`config.mk`:
```
export PLATFORM = sky130hd
export DESIGN_NAME = uart_modport
export DESIGN_NICKNAME = d
export VERILOG_FILES = /design/src/rtl/uart_pkg.sv /design/src/rtl/uart_tx.sv /design/src/rtl/uart_modport.sv
export SDC_FILE = /design/constraint.sdc
export NUM_CORES = 1
export LEC_CHECK = 0
export BUFFER_PORTS_ARGS = -buffer_cell sky130_fd_sc_hd__buf_2
export CORE_ASPECT_RATIO = 1.4
export CORE_MARGIN = 3
export CORE_UTILIZATION = 50
export CTS_CLUSTER_DIAMETER = 100
export DETAILED_ROUTE_END_ITERATION = 10
export GPL_TIMING_DRIVEN = 1
export PLACE_DENSITY_LB_ADDON = 0.3
export SYNTH_ARGS = -nofsm -noshare
export SYNTH_HDL_FRONTEND = slang
export SYNTH_SLANG_ARGS = --single-unit
```
`constraint.sdc`:
```
create_clock -name clock -period 2 [get_ports clock]
set_input_delay 0 -clock clock [delete_from_list [all_inputs] [get_ports clock]]
set_output_delay 0 -clock clock [all_outputs]
set_load 0.005 [all_outputs]
```
`src/rtl/uart_pkg.sv`:
```
// Shared types and constants for the 8-bit UART: frame geometry and the
// TX/RX state encodings used by uart_tx and uart_modport.
package uart_pkg;

   localparam int DATA_W     = 8;
   localparam int FRAME_BITS = 10;

   // Index of the last data bit in a frame (D7), sized to the 4-bit bit index.
   localparam logic [3:0] LAST_BIT = 4'(DATA_W - 1);

   // Both enums share a package scope, so literals carry a direction prefix.
   typedef enum logic [1:0] {
      TX_IDLE  = 2'd0,
      TX_START = 2'd1,
      TX_DATA  = 2'd2,
      TX_STOP  = 2'd3
   } tx_state_t;

   typedef enum logic [1:0] {
      RX_IDLE = 2'd0,
      RX_DATA = 2'd1,
      RX_STOP = 2'd2
   } rx_state_t;

endpackage

```
`src/rtl/uart_tx.sv`:
```
// UART transmitter: accepts a byte on a valid/ready handshake and shifts out
// start, D0..D7 (LSB first) and stop, each held for CLKS_PER_BIT cycles.
module uart_tx
   import uart_pkg::*;
#(
   parameter int CLKS_PER_BIT = 16
) (
   input  logic              clock,
   input  logic              nreset,
   input  logic              valid_tx_in,
   input  logic [DATA_W-1:0] data_tx_in,
   output logic              ready_tx_out,
   output logic              sdata_tx_out
);

   localparam int               CNT_W    = $clog2(CLKS_PER_BIT + 1);
   localparam logic [CNT_W-1:0] CNT_LAST = CNT_W'(CLKS_PER_BIT - 1);

   tx_state_t         state;
   logic [CNT_W-1:0]  cnt;
   logic [3:0]        bit_idx;
   logic [DATA_W-1:0] shift;
   logic              bit_done;

   assign bit_done = (cnt == CNT_LAST);

   // Line and ready are registered and updated on the same edge as the state,
   // so each bit slot starts exactly at the edge that enters it.
   always_ff @(posedge clock) begin
      if (nreset) begin
         state        <= TX_IDLE;
         cnt          <= '0;
         bit_idx      <= '0;
         ready_tx_out <= 1'b1;
         sdata_tx_out <= 1'b1;
      end else begin
         case (state)
            TX_IDLE: begin
               if (valid_tx_in && ready_tx_out) begin
                  shift        <= data_tx_in;
                  cnt          <= '0;
                  ready_tx_out <= 1'b0;
                  sdata_tx_out <= 1'b0;
                  state        <= TX_START;
               end
            end

            TX_START: begin
               if (bit_done) begin
                  cnt          <= '0;
                  bit_idx      <= '0;
                  sdata_tx_out <= shift[0];
                  state        <= TX_DATA;
               end else begin
                  cnt <= cnt + CNT_W'(1);
               end
            end

            TX_DATA: begin
               if (bit_done) begin
                  cnt <= '0;
                  if (bit_idx == LAST_BIT) begin
                     sdata_tx_out <= 1'b1;
                     state        <= TX_STOP;
                  end else begin
                     bit_idx      <= bit_idx + 4'd1;
                     shift        <= shift >> 1;
                     sdata_tx_out <= shift[1];
                  end
               end else begin
                  cnt <= cnt + CNT_W'(1);
               end
            end

            TX_STOP: begin
               if (bit_done) begin
                  cnt          <= '0;
                  ready_tx_out <= 1'b1;
                  sdata_tx_out <= 1'b1;
                  state        <= TX_IDLE;
               end else begin
                  cnt <= cnt + CNT_W'(1);
               end
            end

            default: begin
               ready_tx_out <= 1'b1;
               sdata_tx_out <= 1'b1;
               state        <= TX_IDLE;
            end
         endcase
      end
   end

endmodule

```
`src/rtl/uart_modport.sv`:
```
// Full-duplex 8-bit UART: instantiates the transmitter and implements the
// strobe-driven receiver inline. TX and RX share only clock and reset.
module uart_modport
   import uart_pkg::*;
#(
   parameter int CLKS_PER_BIT = 16
) (
   input  logic              clock,
   input  logic              nreset,
   input  logic              valid_tx_in,
   input  logic [DATA_W-1:0] data_tx_in,
   output logic              ready_tx_out,
   output logic              sdata_tx_out,
   input  logic              sdata_rx_in,
   input  logic              valid_rx_in,
   output logic [DATA_W-1:0] data_rx_out,
   output logic              ready_rx_out
);

   uart_tx #(
      .CLKS_PER_BIT (CLKS_PER_BIT)
   ) u_tx (
      .clock        (clock),
      .nreset       (nreset),
      .valid_tx_in  (valid_tx_in),
      .data_tx_in   (data_tx_in),
      .ready_tx_out (ready_tx_out),
      .sdata_tx_out (sdata_tx_out)
   );

   rx_state_t         rx_state;
   logic [3:0]        rx_bit_idx;
   logic [DATA_W-1:0] rx_shift;

   // The receiver moves only on strobed samples; a bad stop bit drops the byte
   // and returns to idle without treating that 0 as a new start bit.
   always_ff @(posedge clock) begin
      if (nreset) begin
         rx_state     <= RX_IDLE;
         rx_bit_idx   <= '0;
         data_rx_out  <= '0;
         ready_rx_out <= 1'b0;
      end else begin
         ready_rx_out <= 1'b0;
         if (valid_rx_in) begin
            case (rx_state)
               RX_IDLE: begin
                  if (!sdata_rx_in) begin
                     rx_bit_idx <= '0;
                     rx_state   <= RX_DATA;
                  end
               end

               RX_DATA: begin
                  rx_shift <= {sdata_rx_in, rx_shift[DATA_W-1:1]};
                  if (rx_bit_idx == LAST_BIT) begin
                     rx_state <= RX_STOP;
                  end else begin
                     rx_bit_idx <= rx_bit_idx + 4'd1;
                  end
               end

               RX_STOP: begin
                  if (sdata_rx_in) begin
                     data_rx_out  <= rx_shift;
                     ready_rx_out <= 1'b1;
                  end
                  rx_state <= RX_IDLE;
               end

               default: rx_state <= RX_IDLE;
            endcase
         end
      end
   end

endmodule

```
==> impl_metrics.tcl, run 1 <==
set metrics [dict create \
    dieArea_sq_um 4690 \
    required_ps 2230 \
    synth_edf_count 16 \
    overflow 0 \
    areaGrowthSynthToFinish_pct 16.9 \
    fin_worst_skew_ps 6.46 \
    max_cap_viol_count 0 \
    hold_class "in -> reg" \
    synth_cells 188 \
    switchingPower_w 0.000721 \
    crit_fanout 12 \
    synth_top_flop_cell "dfxtp_1" \
    rows 26 \
    switching_share_pct 30.4 \
    dpl.hpwl_um 2640 \
    final_max_slew_viol_count 0 \
    drc_errors 0 \
    ios 24 \
    fp.dieW_um 58.7 \
    clockBufferDepth 2 \
    drtAntennaViolNets 0 \
    num_vias 1443 \
    place_congestion 0.881 \
    grt_pass1_vias 1430 \
    hold_slack_ps 8.81 \
    min_path_cells 2 \
    rsz0062_at_grt "no" \
    vias_per_cell 5.51 \
    cp.arrival_ps 1970 \
    critPathSlowestCell "or4b_1" \
    final_nets 240 \
    placed_cells 249 \
    final_cells 262 \
    cts_buffers 5 \
    power_w 0.00237 \
    fin_crit_sh_pct 87.0 \
    p_clk_share_pct 26.9 \
    wl_per_cell_um 13.7 \
    fin_ws_ps 259 \
    grt_max_degree 29 \
    syn_avg_cell_area_sq_um 10.4 \
    slew_headroom_pct 66.6 \
    status "complete, no violations" \
    powerDensity_nw_per_um2 1040 \
    finalHoldViolations 0 \
    cp_num_cells 6 \
    firstDrtPassIters 4 \
    postSynthNetCount 209 \
    crit_buf_inv 2 \
    path_delay_family "simple AND/OR/NAND/NOR gates" \
    post_cts_buffers 0 \
    synthArstFlopShare_pct 0 \
    intPower_w 0.00165 \
    numClockSinks 44 \
    crit_path_cell_trace "inv_1 -> ha_1 -> a21boi_0 -> buf_4 -> or4b_1 -> a21oi_1" \
    drive_gt1_share_pct 21.8 \
    start_util_pct 52.5 \
    n_antenna_cell 0 \
    synth_area_sq_um 1950 \
    tightest_slew_ps 501 \
    grt_pass1_wl_um 6130 \
    ctsHtreeMaxLevel 2 \
    cpPeakStageDelay_ps 470 \
    routed_wl_um 3580 \
    critPathLaunchType "flip-flop" \
    fin_crit_ps 1740 \
    cts_tree "done" \
    core_area_sq_um 3710 \
    setup_tns_ps 0 \
    ys_types 42 \
    synth_seq_cells 44 \
    worstRegToRegCells 6 \
    ys_seq_area_share_pct 53.5 \
    portBuffers 23 \
    ys_warn_count 0 \
    power_leakage_nw 0.897 \
    die_h_um 79.8 \
    path_class "reg -> reg" \
    clk_pin_slew_worst_paths_ps 80 \
    clk_latency_ps 300 \
    combPwrFrac_pct 26.9 \
    place_ws_ps 273 \
    fmax_mhz 574 \
    antenna_found_initial 0 \
    fillCellCount 322 \
    peakVddDrop_uv 697 \
    cts-root-buf "clkbuf_8" \
    cp-end-kind "flip-flop" \
    grtUsageTotal_pct 17.1 \
    setup_viol 0 \
    drt_first_iter_violations 68 \
    pwr-share-seq_pct 46.3 \
]
-- final timing paths --
path                                   start                  endpoint  slack [ps]
hold reg to reg        rx_shift[3]$_DFFE_PP_     rx_shift[2]$_DFFE_PP_         460
setup reg to reg  u_tx.state[0]$_SDFFE_PP0P_  u_tx.cnt[2]$_SDFFE_PP0N_         260
hold / removal                 data_tx_in[0]   u_tx.shift[0]$_DFFE_PP_           9
setup / recovery  u_tx.state[0]$_SDFFE_PP0P_  u_tx.cnt[2]$_SDFFE_PP0N_         260
-- cell usage after synthesis, drive strengths merged, types with 2 or more instances --
master  count  share of area, %
nor4        2              0.64
xor2        4               1.8
nand4b      3               1.7
nand3b      2              0.77
buf         3               1.0
nand2b      6               1.9
o21ai       5               1.3
edfxtp     16                25
a21oi      23               5.9
nor2       12               2.3
nand4       4               1.3
mux2        7               4.0
nor3b       2              0.77
a31oi       2              0.64
inv         4              0.77
nor2b       5               1.6
clkbuf      6               1.2
ha          8               5.1
and3        2              0.64
nand2      24               4.6
dfxtp      28                29
nand3       4               1.0
-- layout by cell type, fill, tap and decap left out, types with 5 or more instances in the layout --
| master | count |
|---|---|
| buf_4 | 5 |
| nand2b_1 | 6 |
| buf_2 | 23 |
| ha_1 | 8 |
| dlygate4sd3_1 | 5 |
| nand2_1 | 24 |
| mux2_2 | 7 |
| a21oi_1 | 23 |
| nor2_1 | 12 |
| edfxtp_1 | 16 |
| clkbuf_8 | 5 |
| dfxtp_1 | 28 |
| nor2b_1 | 5 |
-- metal layers --
layer | wire length [um] | GRT usage (%)
met1 | 1440 | 17.9
met2 | 1920 | 31.2
met3 | 168 | 4.53
met4 | 57 | 6.80
met5 | 0 | 0
-- registers in the layout, summed over array words and instances, names as in the netlist --
signal             cells
u_tx.cnt               5
ready_rx_out           1
rx_state               2
rx_shift               8
u_tx.shift             8
u_tx.bit_idx           4
u_tx.state             2
u_tx.sdata_tx_out      1
data_rx_out            8
u_tx.ready_tx_out      1
rx_bit_idx             4
-- layout make-up --
| class | instances | area, sq um | share of cell area (%) |
|---|---|---|---|
| Sequential cell | 44 | 1040 | 45.7 |
| Tap cell | 42 | 52.6 | 2.31 |
| Multi-Input combinational cell | 131 | 853 | 37.5 |
| Clock buffer | 6 | 93.8 | 4.12 |
| Timing Repair Buffer | 33 | 203 | 8.91 |
| Inverter | 4 | 15.0 | 0.660 |
| Clock inverter | 2 | 17.5 | 0.770 |
-- kinds of logic (layout without fill, tap and decap cells) --
kind of cell,Yosys count,after routing,share of synthesized area [%]
buffers and inverters,13,45,2.96
flip-flops,44,44,53.5
multiplexers,8,8,4.56
AO/OA/AOI/OAI,40,40,12.7
XOR/XNOR,4,4,1.80
AND/OR/NAND/NOR,71,71,19.3
adder cells (fa/ha/maj),8,8,5.14
-- worst reg2reg max path, delay by kind of cell (launching register included) --
family,cells,cell delay (ps)
flops,1,380
simple gates,1,470
compound gates,2,290
buf+inv,2,280
fa+ha+maj,1,250
-- power by group through the flow --
stage          clock network (W)  registers [W]  logic (W)
6_report                0.000637        0.00110   0.000636
5_1_grt                 0.000699        0.00111   0.000711
4_1_cts                 0.000652        0.00110   0.000644
3_5_place_dp                   0        0.00112   0.000629
3_3_place_gp                   0        0.00111   0.000597
2_1_floorplan                  0        0.00110   0.000466
-- what timing repair did --
action	4_1_cts	5_1_grt
resized for setup	0	0
endpoints found under the hold margin	5	0
hold buffers	5	0
-- metrics by stage --
step	util (%)	cell area, sq um
after floorplan	-	1950
after global placement	57.0	2110
after global routing	61.4	2280
after detailed placement	57.0	2110
final	61.4	2280
after CTS	61.4	2280
Power figures use the tool's default switching activity.
==> run 2: changes to the inputs <==
--- a/config.mk
+++ b/config.mk
@@ -8,3 +8,3 @@
 export BUFFER_PORTS_ARGS = -buffer_cell sky130_fd_sc_hd__buf_2
-export CORE_ASPECT_RATIO = 1.4
+export CORE_ASPECT_RATIO = 0.7
 export CORE_MARGIN = 3
@@ -14,2 +14,3 @@
 export GPL_TIMING_DRIVEN = 1
+export MAX_ROUTING_LAYER = met4
 export PLACE_DENSITY_LB_ADDON = 0.3
--- a/constraint.sdc
+++ b/constraint.sdc
@@ -3,2 +3,2 @@
 set_output_delay 0 -clock clock [all_outputs]
-set_load 0.005 [all_outputs]
+set_load 0.1 [all_outputs]
==> impl_metrics.tcl, run 2 (synthesized netlist as in run 1, its figures left out) <==
set metrics [dict create \
    status "complete, no violations" \
    p_clk_share_pct 26.8 \
    placed_cells 257 \
    crit_fanout 12 \
    min_to "u_tx.shift[2]$_DFFE_PP_" \
    setup_viol 0 \
    drtAntennaViolNets 0 \
    path_delay_family "simple AND/OR/NAND/NOR gates" \
    post_cts_buffers 0 \
    place_ws_ps 249 \
    ff2ff_setup_slack_ps 190 \
    mostFrequentLayoutCell "dfxtp_1" \
    cts_tree "done" \
    grtUsageMet3_pct 5.12 \
    rows 18 \
    setup_tns_ps 0 \
    cts-root-buf "clkbuf_8" \
    met2_usage_pct 31.7 \
    r2r-start "u_tx.state[0]$_SDFFE_PP0P_" \
    final_nets 237 \
    cp-end-kind "flip-flop" \
    max_cap_viol_count 0 \
    min_path_cells 2 \
    antenna_found_initial 0 \
    busiest_layer "met2" \
    critPathSlowestCell "or4b_1" \
    finalHoldViolations 0 \
    gr-usage-met1_pct 21.0 \
    clk_pin_slew_worst_paths_ps 80 \
    cpPeakStageDelay_ps 470 \
    hold_class "in -> reg" \
    final_max_slew_viol_count 0 \
    rsz0062_at_grt "no" \
    final_cells 267 \
    grt_pass1_wl_um 6530 \
    place_congestion 0.858 \
    peakVddDrop_uv 486 \
    portBuffers 23 \
    pwr-share-seq_pct 43.2 \
    top_regs "data_rx_out: 8 flops, rx_shift: 8 flops, u_tx.shift: 8 flops" \
    fin_worst_skew_ps 6.36 \
    grt_max_degree 29 \
    drc_errors 0 \
    start_util_pct 53.7 \
    reg2reg_to "u_tx.cnt[2]$_SDFFE_PP0N_" \
    routed_wl_um 3850 \
    crit_buf_inv 2 \
    hold_slack_ps 7.62 \
    clockBufferDepth 2 \
    grt_pass1_vias 1517 \
    min-delay-start "data_tx_in[2]" \
    ctsHtreeMaxLevel 2 \
    powerDensity_nw_per_um2 1130 \
    worstRegToRegCells 6 \
    vias_per_cell 5.40 \
    fmax_mhz 554 \
    fin_crit_sh_pct 90.3 \
    drive_gt1_share_pct 22.1 \
    cts_buffers 5 \
    switching_share_pct 32.5 \
    fin_ws_ps 195 \
    tightest_slew_ps 518 \
    firstDrtPassIters 4 \
    switchingPower_w 0.000828 \
    combPwrFrac_pct 30.0 \
    wl_per_cell_um 14.4 \
    required_ps 2220 \
    power_leakage_nw 0.887 \
    final_cell_mix "27 x dfxtp_1, 24 x nand2_1, 23 x a21oi_1, 23 x buf_2, 16 x edfxtp_1" \
    critPathLaunchType "flip-flop" \
    ios 24 \
    die_h_um 58.2 \
    clk_latency_ps 290 \
    intPower_w 0.00172 \
    fin_crit_ps 1810 \
    numClockSinks 44 \
    drt_first_iter_violations 97 \
    fp.dieW_um 80.6 \
    path_class "reg -> reg" \
    dpl.hpwl_um 2700 \
    areaGrowthSynthToFinish_pct 16.2 \
    overflow 0 \
    n_antenna_cell 0 \
    grtUsageTotal_pct 18.6 \
    dieArea_sq_um 4690 \
    slew_headroom_pct 65.5 \
    core_area_sq_um 3630 \
    cp.arrival_ps 2020 \
    crit_path_cell_trace "inv_1 -> ha_1 -> a21boi_0 -> buf_4 -> or4b_1 -> a21oi_1" \
    num_vias 1442 \
]
==> run 2: cell types whose count changed in the layout (fill, tap and decap cells not counted), sizes merged <==
cell         change
dlygate4sd3      -3
bufinv           +1
clkinv           -1
==> run 2: how the worst max path moves through the flow <==
stage | from | end | slack [ps] | cells past startpoint
floorplan | u_tx.ready_tx_out$_SDFFE_PP1P_ | u_tx.shift[0]$_DFFE_PP_ | 60 | 3
detailed placement | u_tx.state[0]$_SDFFE_PP0P_ | u_tx.sdata_tx_out$_SDFFE_PP1P_ | 250 | 7
CTS | u_tx.state[0]$_SDFFE_PP0P_ | u_tx.cnt[2]$_SDFFE_PP0N_ | 210 | 6
finish | u_tx.state[0]$_SDFFE_PP0P_ | u_tx.cnt[2]$_SDFFE_PP0N_ | 190 | 6
global placement | u_tx.state[1]$_SDFFE_PP0P_ | u_tx.shift[7]$_SDFFCE_PP0P_ | 330 | 6
global route | u_tx.state[0]$_SDFFE_PP0P_ | u_tx.shift[0]$_DFFE_PP_ | 80 | 6
==> run 2: worst register-to-register path, stage by stage, from the launching register on <==
cell	delay, ps
dfxtp_1	400
inv_1	100
ha_1	260
a21boi_0	150
buf_4	190
or4b_1	470
a21oi_1	160
==> run 2: per-layer routing <==
metal  wire length [um]  part of all wire (%)
met4                 47                   1.2
met5                  0                     0
met1               1710                    44
met3                187                   4.9
met2               1900                    49
==> run 2: repair_timing <==
action,CTS,global route
resized for setup,0,0
hold buffers,2,0
hold endpoints to repair,2,0
==> run 2: area by class of cell <==
cell class / count / area, sq um
fill: 296 / 1360
sequential: 44 / 1040
multi-input combinational: 131 / 853
timing repair buffer: 30 / 173
clock buffer: 6 / 82.6
tap: 50 / 62.6
clock inverter: 2 / 33.8
inverter: 4 / 15.0
==> run 2: through the flow <==
stage / area [sq um] / power, W / util, %
final: 2260 / 0.00255 / 62.4
after global routing: 2260 / 0.00269 / 62.4
after floorplan: 1950 / 0.00168 / -
after CTS: 2260 / 0.00256 / 62.4
after global placement: 2130 / 0.00182 / 58.6
after detailed placement: 2130 / 0.00187 / 58.6
==> run 2: power groups by stage <==
stage | clock, W | sequential, W | combinational [W]
2_1_floorplan | 0 | 0.00122 | 0.000466
5_1_grt | 0.000732 | 0.00111 | 0.000841
6_report | 0.000683 | 0.00110 | 0.000766
3_5_place_dp | 0 | 0.00112 | 0.000749
3_3_place_gp | 0 | 0.00111 | 0.000707
4_1_cts | 0.000699 | 0.00110 | 0.000761
